--- src/rtl/ariele_slave_arb_pkg.sv ---
// Shared constants and packed-bus field helpers for the ariele slave-port arbiter.
package ariele_arb_pkg;

    localparam int MAX_NM = 8;

    // Width of a master index; at least one bit so NM=1 still elaborates.
    function automatic int id_w(input int nm);
        return (nm > 1) ? $clog2(nm) : 1;
    endfunction

    function automatic logic [31:0] get_word(input logic [32*MAX_NM-1:0] v, input logic [2:0] k);
        return v[32*k +: 32];
    endfunction

    function automatic logic [3:0] get_be(input logic [4*MAX_NM-1:0] v, input logic [2:0] k);
        return v[4*k +: 4];
    endfunction

endpackage

--- src/rtl/ariele_slave_arb_if.sv ---
// Bundles the NM master-side ports and the single slave-side port of the arbiter.
interface ariele_slave_arb_if #(parameter int NM = 4);
    logic [NM-1:0]      m_req_i;
    logic [NM-1:0]      m_we_i;
    logic [32*NM-1:0]   m_addr_bi;
    logic [4*NM-1:0]    m_be_i;
    logic [32*NM-1:0]   m_wdata_bi;
    logic [NM-1:0]      m_ack_o;
    logic [NM-1:0]      m_resp_o;
    logic [31:0]        m_rdata_bo;

    logic               s_req_o;
    logic               s_we_o;
    logic [31:0]        s_addr_bo;
    logic [3:0]         s_be_o;
    logic [31:0]        s_wdata_bo;
    logic               s_ack_i;
    logic               s_resp_i;
    logic [31:0]        s_rdata_bi;

    modport arb (
        input  m_req_i, m_we_i, m_addr_bi, m_be_i, m_wdata_bi,
        output m_ack_o, m_resp_o, m_rdata_bo,
        output s_req_o, s_we_o, s_addr_bo, s_be_o, s_wdata_bo,
        input  s_ack_i, s_resp_i, s_rdata_bi
    );

    modport master (
        output m_req_i, m_we_i, m_addr_bi, m_be_i, m_wdata_bi,
        input  m_ack_o, m_resp_o, m_rdata_bo
    );

    modport slave (
        input  s_req_o, s_we_o, s_addr_bo, s_be_o, s_wdata_bo,
        output s_ack_i, s_resp_i, s_rdata_bi
    );
endinterface

--- src/rtl/ariele_slave_arb_id_fifo.sv ---
// In-order queue of master IDs for reads that are still awaiting a slave response.
module ariele_id_fifo #(
    parameter int W     = 2,
    parameter int DEPTH = 4
) (
    input  logic         clk_i,
    input  logic         arst_i,
    input  logic         push,
    input  logic [W-1:0] din,
    input  logic         pop,
    output logic [W-1:0] dout,
    output logic         full,
    output logic         empty
);
    localparam int PW = $clog2(DEPTH);

    logic [W-1:0]  mem [DEPTH];
    logic [PW-1:0] wr_ptr_reg;
    logic [PW-1:0] rd_ptr_reg;
    logic [PW:0]   count_reg;
    logic          do_push;
    logic          do_pop;

    assign full    = (count_reg == (PW+1)'(DEPTH));
    assign empty   = (count_reg == '0);
    // Push is refused when full even if a pop happens this cycle: no resp->req path.
    assign do_push = push & ~full;
    assign do_pop  = pop & ~empty;
    // Head is read combinationally so the response can be routed in the same cycle.
    assign dout    = mem[rd_ptr_reg];

    always_ff @(posedge clk_i or posedge arst_i) begin
        if (arst_i) begin
            wr_ptr_reg <= '0;
            rd_ptr_reg <= '0;
            count_reg  <= '0;
        end else begin
            if (do_push) wr_ptr_reg <= wr_ptr_reg + 1'b1;
            if (do_pop)  rd_ptr_reg <= rd_ptr_reg + 1'b1;
            count_reg <= count_reg + (PW+1)'(do_push) - (PW+1)'(do_pop);
        end
    end

    always_ff @(posedge clk_i) begin
        if (do_push) mem[wr_ptr_reg] <= din;
    end
endmodule

--- src/rtl/ariele_slave_arb.sv ---
// Round-robin arbiter sharing one slave port among NM masters; read responses are
// routed back in issue order via an ID FIFO.
module ariele_slave_arb
    import ariele_arb_pkg::*;
#(
    parameter int NM       = 4,
    parameter int RD_DEPTH = 4
) (
    input  logic             clk_i,
    input  logic             arst_i,
    ariele_slave_arb_if.arb  bus,
    output logic             err_o
);
    localparam int ID_W = id_w(NM);

    logic [ID_W-1:0]       rr_ptr_reg;
    logic [ID_W-1:0]       lock_id_reg;
    logic                  lock_reg;
    logic                  err_reg;

    logic [ID_W-1:0]       grant;
    logic [ID_W-1:0]       pick_elig;
    logic [ID_W-1:0]       pick_req;
    logic [ID_W-1:0]       fifo_head;
    logic                  fifo_full;
    logic                  fifo_empty;
    logic [NM-1:0]         eligible;
    logic                  gnt_req;
    logic                  gnt_we;
    logic                  rd_blocked;
    logic                  s_req;
    logic                  accept;
    logic                  push;
    logic                  pop;
    logic                  dropped;
    logic [32*MAX_NM-1:0]  addr_ext;
    logic [32*MAX_NM-1:0]  wdata_ext;
    logic [4*MAX_NM-1:0]   be_ext;

    // First set bit of mask searching upward from start, modulo NM.
    function automatic logic [ID_W-1:0] rr_pick(input logic [NM-1:0] mask, input logic [ID_W-1:0] start);
        int idx;
        rr_pick = start;
        for (int i = NM - 1; i >= 0; i--) begin
            idx = (int'(start) + i) % NM;
            if (mask[idx]) rr_pick = ID_W'(idx);
        end
    endfunction

    // Reads stalled by a full FIFO step aside so a pending write can still win.
    assign eligible  = bus.m_req_i & (bus.m_we_i | {NM{~fifo_full}});
    assign pick_elig = rr_pick(eligible, rr_ptr_reg);
    assign pick_req  = rr_pick(bus.m_req_i, rr_ptr_reg);
    assign grant     = lock_reg ? lock_id_reg : ((|eligible) ? pick_elig : pick_req);

    assign gnt_req    = bus.m_req_i[grant];
    assign gnt_we     = bus.m_we_i[grant];
    assign rd_blocked = ~gnt_we & fifo_full;
    assign s_req      = gnt_req & ~rd_blocked & ~arst_i;
    assign accept     = s_req & bus.s_ack_i;
    assign push       = accept & ~gnt_we;
    assign pop        = bus.s_resp_i & ~fifo_empty & ~arst_i;
    assign dropped    = lock_reg & ~bus.m_req_i[lock_id_reg];

    always_comb begin
        addr_ext  = '0;
        wdata_ext = '0;
        be_ext    = '0;
        addr_ext[32*NM-1:0]  = bus.m_addr_bi;
        wdata_ext[32*NM-1:0] = bus.m_wdata_bi;
        be_ext[4*NM-1:0]     = bus.m_be_i;
    end

    assign bus.s_req_o    = s_req;
    assign bus.s_we_o     = gnt_we & ~arst_i;
    assign bus.s_addr_bo  = arst_i ? '0 : get_word(addr_ext, 3'(grant));
    assign bus.s_wdata_bo = arst_i ? '0 : get_word(wdata_ext, 3'(grant));
    assign bus.s_be_o     = arst_i ? '0 : get_be(be_ext, 3'(grant));
    assign bus.m_rdata_bo = arst_i ? '0 : bus.s_rdata_bi;
    assign err_o          = err_reg;

    for (genvar gi = 0; gi < NM; gi++) begin : g_route
        assign bus.m_ack_o[gi]  = accept & (grant == ID_W'(gi));
        assign bus.m_resp_o[gi] = pop & (fifo_head == ID_W'(gi));
    end

    always_ff @(posedge clk_i or posedge arst_i) begin
        if (arst_i) begin
            rr_ptr_reg  <= '0;
            lock_reg    <= 1'b0;
            lock_id_reg <= '0;
            err_reg     <= 1'b0;
        end else begin
            if (accept) begin
                lock_reg   <= 1'b0;
                rr_ptr_reg <= (grant == ID_W'(NM - 1)) ? '0 : grant + 1'b1;
            end else if (s_req) begin
                // Hold the grant until the slave accepts.
                lock_reg    <= 1'b1;
                lock_id_reg <= grant;
            end else if (dropped) begin
                lock_reg <= 1'b0;
            end
            if (dropped || (bus.s_resp_i && fifo_empty)) err_reg <= 1'b1;
        end
    end

    ariele_id_fifo #(
        .W     (ID_W),
        .DEPTH (RD_DEPTH)
    ) u_id_fifo (
        .clk_i  (clk_i),
        .arst_i (arst_i),
        .push   (push),
        .din    (grant),
        .pop    (pop),
        .dout   (fifo_head),
        .full   (fifo_full),
        .empty  (fifo_empty)
    );
endmodule

--- src/flat_wrapper.sv ---
// flat-port wrapper written by rule: the top's interface ports become plain ports
module ariele_slave_arb_flat import ariele_arb_pkg::*;
#(
    parameter int NM       = 4,
    parameter int RD_DEPTH = 4
)
  (clk_i, arst_i, err_o, bus_m_req_i, bus_m_we_i, bus_m_addr_bi, bus_m_be_i, bus_m_wdata_bi, bus_m_ack_o, bus_m_resp_o, bus_m_rdata_bo, bus_s_req_o, bus_s_we_o, bus_s_addr_bo, bus_s_be_o, bus_s_wdata_bo, bus_s_ack_i, bus_s_resp_i, bus_s_rdata_bi);
  ariele_slave_arb_if #(.NM(NM)) bus_i ();
  input  logic clk_i;
  input  logic arst_i;
  output logic err_o;
  input wire logic [$bits(bus_i.m_req_i)-1:0] bus_m_req_i;
  input wire logic [$bits(bus_i.m_we_i)-1:0] bus_m_we_i;
  input wire logic [$bits(bus_i.m_addr_bi)-1:0] bus_m_addr_bi;
  input wire logic [$bits(bus_i.m_be_i)-1:0] bus_m_be_i;
  input wire logic [$bits(bus_i.m_wdata_bi)-1:0] bus_m_wdata_bi;
  output wire logic [$bits(bus_i.m_ack_o)-1:0] bus_m_ack_o;
  output wire logic [$bits(bus_i.m_resp_o)-1:0] bus_m_resp_o;
  output wire logic [$bits(bus_i.m_rdata_bo)-1:0] bus_m_rdata_bo;
  output wire logic [$bits(bus_i.s_req_o)-1:0] bus_s_req_o;
  output wire logic [$bits(bus_i.s_we_o)-1:0] bus_s_we_o;
  output wire logic [$bits(bus_i.s_addr_bo)-1:0] bus_s_addr_bo;
  output wire logic [$bits(bus_i.s_be_o)-1:0] bus_s_be_o;
  output wire logic [$bits(bus_i.s_wdata_bo)-1:0] bus_s_wdata_bo;
  input wire logic [$bits(bus_i.s_ack_i)-1:0] bus_s_ack_i;
  input wire logic [$bits(bus_i.s_resp_i)-1:0] bus_s_resp_i;
  input wire logic [$bits(bus_i.s_rdata_bi)-1:0] bus_s_rdata_bi;
  assign bus_i.m_req_i = bus_m_req_i;
  assign bus_i.m_we_i = bus_m_we_i;
  assign bus_i.m_addr_bi = bus_m_addr_bi;
  assign bus_i.m_be_i = bus_m_be_i;
  assign bus_i.m_wdata_bi = bus_m_wdata_bi;
  assign bus_m_ack_o = bus_i.m_ack_o;
  assign bus_m_resp_o = bus_i.m_resp_o;
  assign bus_m_rdata_bo = bus_i.m_rdata_bo;
  assign bus_s_req_o = bus_i.s_req_o;
  assign bus_s_we_o = bus_i.s_we_o;
  assign bus_s_addr_bo = bus_i.s_addr_bo;
  assign bus_s_be_o = bus_i.s_be_o;
  assign bus_s_wdata_bo = bus_i.s_wdata_bo;
  assign bus_i.s_ack_i = bus_s_ack_i;
  assign bus_i.s_resp_i = bus_s_resp_i;
  assign bus_i.s_rdata_bi = bus_s_rdata_bi;
  ariele_slave_arb #(.NM(NM), .RD_DEPTH(RD_DEPTH)) u_core (.clk_i(clk_i), .arst_i(arst_i), .bus(bus_i), .err_o(err_o));
endmodule
--- config.mk ---
export PLATFORM = sky130hd
export DESIGN_NAME = ariele_slave_arb_flat
export DESIGN_NICKNAME = d
export VERILOG_FILES = /design/src/rtl/ariele_slave_arb_pkg.sv /design/src/rtl/ariele_slave_arb_if.sv /design/src/rtl/ariele_slave_arb_id_fifo.sv /design/src/rtl/ariele_slave_arb.sv /design/src/flat_wrapper.sv
export SDC_FILE = /design/constraint.sdc
export NUM_CORES = 1
export LEC_CHECK = 0
export CAP_MARGIN = 15
export CORE_AREA = 10 10 156 158
export DETAILED_ROUTE_END_ITERATION = 10
export DIE_AREA = 0 0 166 168
export GPL_TIMING_DRIVEN = 1
export PLACE_DENSITY = 0.7
export RECOVER_POWER = 100
export SLEW_MARGIN = 10
export SYNTH_ARGS = -nofsm -noshare
export SYNTH_HDL_FRONTEND = slang
export SYNTH_SLANG_ARGS = --single-unit
--- constraint.sdc ---
create_clock -name clk_i -period 5.8 [get_ports clk_i]
set_input_delay 1.16 -clock clk_i [delete_from_list [all_inputs] [get_ports clk_i]]
set_output_delay 1.16 -clock clk_i [all_outputs]
set_load 0.005 [all_outputs]
# --- After elaboration in Yosys (flattened, before gate mapping) ---
# Memories as Yosys holds them, arrays and structs flattened.
# Cells that the tools add are included.
word_totals:
  ff_bits: 13
  ramBits: 8
  inputBits: 316
  mem_count: 1
op_classes:
  addsub: 8
  order_cmp: 6
  eq_ne: 7
  shift: 3
  muxes: 48
  n_bitwise: 31
  reduce_logical: 11
mem_list:
  columns: ["memory", "depth", "width", "read_ports", "rd_clocked_by_memory_dff", "write_ports", "line", "source"]
  rows:
  - ["u_core.u_id_fifo.mem", 4, 2, 1, 0, 1, "ariele_slave_arb_id_fifo.sv:17", "logic [W-1:0] mem [DEPTH];"]
op_table:
  columns: ["operator", "n"]
  rows:
  - ["indexed part select 256 x 8 -> 32 bit", 2]
  - ["two-way mux 32 bit", 3]
  - ["indexed part select 32 x 5 -> 4 bit", 1]
  - ["binary-select mux 1 bit (select 2 bit)", 11]
  - ["two-way mux 1 bit", 22]
  - ["two-way mux 2 bit", 11]
  - ["AND 1 bit", 19]
  - ["less-than comparator 3 x 4 -> 1 bit (second input constant)", 3]
  - ["less-than comparator 2 x 3 -> 1 bit (second input constant)", 3]
  - ["adder 2 x 1 -> 2 bit (second input constant)", 4]
  - ["equality test 2 bit (second input constant)", 4]
  - ["inverter 1 bit", 7]
  - ["OR reduction 2 bit", 3]
  - ["adder 2 bit (second input constant)", 2]
  - ["AND 4 bit", 1]
  - ["equality test 2 x 1 -> 1 bit (second input constant)", 2]
  - ["logical NOT 2 bit", 2]
  - ["two-way mux 4 bit", 1]
  - ["OR 4 bit", 1]
  - ["OR reduction 4 bit", 1]
  - ["adder 3 x 1 -> 3 bit", 1]
  - ["AND 1 bit (first input constant)", 3]
  - ["equality test 3 bit (second input constant)", 1]
  - ["logical NOT 3 bit", 1]
  - ["5 further kinds", 5]

# --- Longest topological paths before layout ---
logic_depth:
  ltp_word: 25
  mapped_depth: 19
  ltp_nobuf: 17

# --- Cells and area by module ---
# A second synthesis with hierarchy kept.
unflattened:
  cells_unflattened: 686
  hier_area_um2: 4295.4
modules_own_cells:
  columns: ["mod", "n_inst", "cells_per_inst", "area_per_inst_um2", "seq_area_each_um2"]
  rows:
  - ["ariele_slave_arb", 1, 633, 3527.1, 150.1]
  - ["ariele_id_fifo", 1, 53, 768.2, 415.4]

# --- Worst setup path before layout ---
# Ideal clock, no wire load.
synth_path:
  path_type: "input -> output"
  start: "input bus_m_we_i[0]"
  end: "output bus_s_addr_bo[0]"
  arrival_ns: 3.583
  required_time_ns: 4.640
  setup_slack_ns: 1.057
  stages: 11
  n_path_buf: 2
  path_cell_list: "or4b_4 -> a2111oi_2 -> a41oi_2 -> mux2i_4 -> o41a_4 -> nand2_1 -> buf_4 -> inv_2 -> clkbuf_1 -> nand2_1 -> a311oi_1"
synth_via:
  elab_chain_cells: 13
  word_cells_on_any_way: 22
  cone_classes: "shift (1); mux (18); bitwise (2); reduce/logical (1)"
synth_rtl:
  columns: ["item", "line", "source"]
  rows:
  - ["start: declaration", "flat_wrapper.sv:13", "input wire logic [$bits(bus_i.m_we_i)-1:0] bus_m_we_i;"]
  - ["OR 4 bit (*)", "ariele_slave_arb.sv:51", "assign eligible = bus.m_req_i & (bus.m_we_i | {NM{~fifo_full}});"]
  - ["AND 4 bit (*)", "ariele_slave_arb.sv:51", null]
  - ["binary-select mux 1 bit (select 2 bit)", "ariele_slave_arb.sv:46", "if (mask[idx]) rr_pick = ID_W'(idx);"]
  - ["two-way mux 1 bit (implied by the code) (2 in series)", "ariele_slave_arb.sv:46", null]
  - ["two-way mux 2 bit (4 in series)", "ariele_slave_arb.sv:46", null]
  - ["two-way mux 2 bit (*) (2 in series)", "ariele_slave_arb.sv:54", "assign grant = lock_reg ? lock_id_reg : ((|eligible) ? pick_elig : pick_req);"]
  - ["indexed part select 256 x 8 -> 32 bit (*)", "ariele_slave_arb_pkg.sv:12", "return v[32*k +: 32];"]
  - ["two-way mux 32 bit (*)", "ariele_slave_arb.sv:76", "assign bus.s_addr_bo = arst_i ? '0 : get_word(addr_ext, 3'(grant));"]
  - ["end: declaration", "flat_wrapper.sv:22", "output wire logic [$bits(bus_i.s_addr_bo)-1:0] bus_s_addr_bo;"]
# Every way passes the cells marked *; elsewhere a longest branch is shown, timed or not. The select of a mux whose other input is x is not followed.

# --- Worst setup path in the final report ---
layout_path:
  start: "input bus_m_we_i[0]"
  end: "output bus_m_ack_o[0]"
layout_via:
  elab_chain_cells: 20
  word_cells_on_any_way: 32
  cone_classes: "mux (21); bitwise (9); reduce/logical (2)"
layout_rtl:
  columns: ["item", "line", "source"]
  rows:
  - ["OR 4 bit", "ariele_slave_arb.sv:51", null]
  - ["AND 4 bit", "ariele_slave_arb.sv:51", null]
  - ["binary-select mux 1 bit (select 2 bit)", "ariele_slave_arb.sv:46", null]
  - ["two-way mux 1 bit (implied by the code) (2 in series)", "ariele_slave_arb.sv:46", null]
  - ["two-way mux 2 bit (4 in series)", "ariele_slave_arb.sv:46", null]
  - ["two-way mux 2 bit (2 in series)", "ariele_slave_arb.sv:54", null]
  - ["binary-select mux 1 bit (select 2 bit)", "ariele_slave_arb.sv:57", "assign gnt_we = bus.m_we_i[grant];"]
  - ["two-way mux 1 bit (implied by the code)", "ariele_slave_arb.sv:57", null]
  - ["inverter 1 bit", "ariele_slave_arb.sv:58", "assign rd_blocked = ~gnt_we & fifo_full;"]
  - ["AND 1 bit", "ariele_slave_arb.sv:58", null]
  - ["inverter 1 bit", "ariele_slave_arb.sv:59", "assign s_req = gnt_req & ~rd_blocked & ~arst_i;"]
  - ["AND 1 bit (2 in series)", "ariele_slave_arb.sv:59", null]
  - ["AND 1 bit", "ariele_slave_arb.sv:60", "assign accept = s_req & bus.s_ack_i;"]
  - ["AND 1 bit (*)", "ariele_slave_arb.sv:83", "assign bus.m_ack_o[gi] = accept & (grant == ID_W'(gi));"]
  - ["end: declaration", "flat_wrapper.sv:17", "output wire logic [$bits(bus_i.m_ack_o)-1:0] bus_m_ack_o;"]
# Marks and branches as above.

==> results_dict.tcl <==
set metrics [dict create \
    status "finished with violations" \
    violations "setup timing" \
    p_per_area_nw_per_um2 421 \
    hold_ws_ps 483 \
    met1Wirelength_um 10300 \
    first_pass_iters 7 \
    grt-ovfl-total 0 \
    port_buffers 426 \
    row_count 54 \
    arrival_ps 4640 \
    yosysTopAreaCell "mux2_1" \
    rsz0062_at_grt "true" \
    final_max_slew_viol_count 0 \
    power_uw 4070 \
    insertion_delay_ps 250 \
    drtIter0Drc 367 \
    ys_warn_count 0 \
    endpoint_kind "output pin" \
    slew_headroom_pct 48.6 \
    ys_ff_latch 21 \
    drc_errors 0 \
    cts_inserted_buffers 3 \
    synthDistinctLibCells 62 \
    crit_fanout 6 \
    via_per_inst 4.76 \
    synthArstFlopShare_pct 61.9 \
    ys.flop_type "dfrtp_1" \
    met3WireLength_um 2610 \
    synth_edf_count 8 \
    mostFrequentLayoutCells "clkdlybuf4s50_1 (356), nand2_1 (146), nor2_1 (75)" \
    initial_core_util_pct 20.1 \
    hold_viol 0 \
    fmax_mhz 172 \
    netlist.area_leader.share_pct 18.8 \
    largest_reg_flops 8 \
    clockRootBuffer "clkbuf_16" \
    fin_nets 1353 \
    hold_path.class "register to register" \
    r2r_slack_ps 1080 \
    grt_pass1_wl_um 38800 \
    place.detailed.hpwl_um 22700 \
    fin_setup_tns_ps -4.67 \
    grt_usage_pct 17.4 \
    highest_layer "met4" \
    critPathTopFamily "buffers and inverters" \
    cpPeakStageDelay_ps 550 \
    grt_pass1_vias 6259 \
    synthTopCellsByArea "mux2_1 (19%), a311oi_1 (14%), nand2_1 (13%)" \
    cp-start-kind "input port" \
    vias 6214 \
    core_region_area_sq_um 21400 \
    ioPinCount 427 \
    setup_ws_ps -4.67 \
    r2r_end "u_core.u_id_fifo.count_reg[2]" \
    period_share_pct 100 \
    cp.depth 13 \
    crit_buf_inv 4 \
    die_x_um 166 \
    grt_antenna_before_repair 0 \
    period_needed_ps 5800 \
    synth_seq_area_share_pct 13.1 \
    num-fill-cells 2086 \
    rr_startpoint "u_core.u_id_fifo.count_reg[1]" \
    fp.dieH_um 168 \
    cts.clk_slew.worst_paths_ps 50 \
    postSynthAreaPerCell_sq_um 7.35 \
    numClockSinks 21 \
    path_cells "clkdlybuf4s50_1 -> or4b_4 -> a2111oi_4 -> a41oi_2 -> mux2i_4 -> o21ai_4 -> buf_4 -> a21boi_4 -> o22ai_2 -> nor4b_4 -> buf_4 -> and2_1 -> clkdlybuf4s50_1" \
    cts_buffer_depth 2 \
    synth_cells 586 \
    drtAntennaViolNets 0 \
    final_common_cell "clkdlybuf4s50_1" \
    ir_drop_mv 0.242 \
    p_leak_uw 0.00431 \
    cp.required_ps 4640 \
    place_congestion 0.906 \
    crit_end "bus_m_ack_o[0]" \
    worst_pin_slew_ps 769 \
    cts_tree "yes" \
    grt_start_max_net_pins 70 \
    dr_wl_met2_um 13900 \
    diodes 0 \
    wl_per_cell_um 20.9 \
    reg2reg_depth 19 \
    dp_slack_ps -143 \
    synth_nets 913 \
    crit_start "bus_m_we_i[0]" \
    fp.dieArea_sq_um 27900 \
    drive_above_1_share_pct 11.4 \
    wirelength_um 27300 \
    finalSetupViolations 1 \
    critPathSlowestCell "or4b_4" \
    area_delta_synth_final_pct 125 \
    maxCapViolations 0 \
    h-tree-depth 1 \
    synth_area_sq_um 4310 \
    fin_skew_ps 1.26 \
    crit_type "input port to output pin" \
]
-- routing by layer --
layer  vias to the layer above  track usage (%)
met5                         -                0
met4                         0             2.50
met3                        21             5.08
met2                       334             31.8
met1                      2865             19.9
li1                       2994                -
-- area by class of cell --
class                      count  area [sq um]  area share, %
clock inverter                 1          5.00         0.0517
inverter                      12          52.6          0.543
clock buffer                   3          75.1          0.776
timing repair buffer         490          5010           51.7
sequential                    21           566           5.84
tap                          280           350           3.62
multi-input combinational    498          3620           37.4
-- worst min-delay path by stage --
stage              endpoint  slack, ps    startpoint  cells after the start
2_1_floorplan  u_core.err_o        470  u_core.err_o                      2
3_3_place_gp   u_core.err_o        470  u_core.err_o                      2
3_5_place_dp   u_core.err_o        470  u_core.err_o                      2
4_1_cts        u_core.err_o        480  u_core.err_o                      2
5_1_grt        u_core.err_o        520  u_core.err_o                      2
6_report       u_core.err_o        480  u_core.err_o                      2
-- power by group --
group	leakage, uW	internal [uW]	switching (uW)
combinational	0.00405	1850	1770
clock	0.0000409	92.5	50.3
sequential	0.000223	216	92.3
-- metrics by stage --
step / instance area [sq um] / util (%) / std cells
6_report: 9680 / 45.2 / 1305
5_1_grt: 9680 / 45.2 / 1305
4_1_cts: 9330 / 43.6 / 1298
3_5_place_dp: 9210 / 43.0 / 1293
3_3_place_gp: 9210 / 43.0 / 1293
2_1_floorplan: 4310 / - / 586
-- cells by family after synthesis --
| kind of cell | after synthesis | share of synthesized area [%] |
|---|---|---|
| simple gates | 292 | 30.8 |
| compound gates | 110 | 22.7 |
| mux | 80 | 22.2 |
| buf+inv | 67 | 6.80 |
| flops | 21 | 13.1 |
| fa+ha+maj | 11 | 3.37 |
| xor+xnor | 5 | 1.02 |
-- cell usage after synthesis (all sizes together) (2+ instances only) --
cell      n
nand2   148
nor2     76
mux2     73
a311oi   70
clkbuf   33
nor2b    32
buf      22
dfrtp    13
inv      12
ha       10
and2      9
edfxtp    8
o21ai     8
a21oi     5
mux2i     4
nand3     4
nor3b     4
xnor2     4
a311o     3
a31o      3
mux4      3
nand2b    3
nor3      3
nor4b     3
a21boi    2
a221oi    2
a31oi     2
and3      2
o221ai    2
o22ai     2
or4b      2
-- worst register-to-register path: cells and delay by family, from the launching register on --
family / cells / cell delay (ps)
compound gates: 5 / 1200
simple gates: 3 / 1050
fa+ha+maj: 3 / 840
buf+inv: 6 / 750
flops: 1 / 490
xor+xnor: 2 / 280
-- repair_timing --
item,CTS,global route
resized for setup,22,76
pin swaps,2,12
endpoints found under the setup margin,44,58
setup buffers,1,4
cloned,0,3
hold buffers,0,0
(Power assumes the default switching activity.)
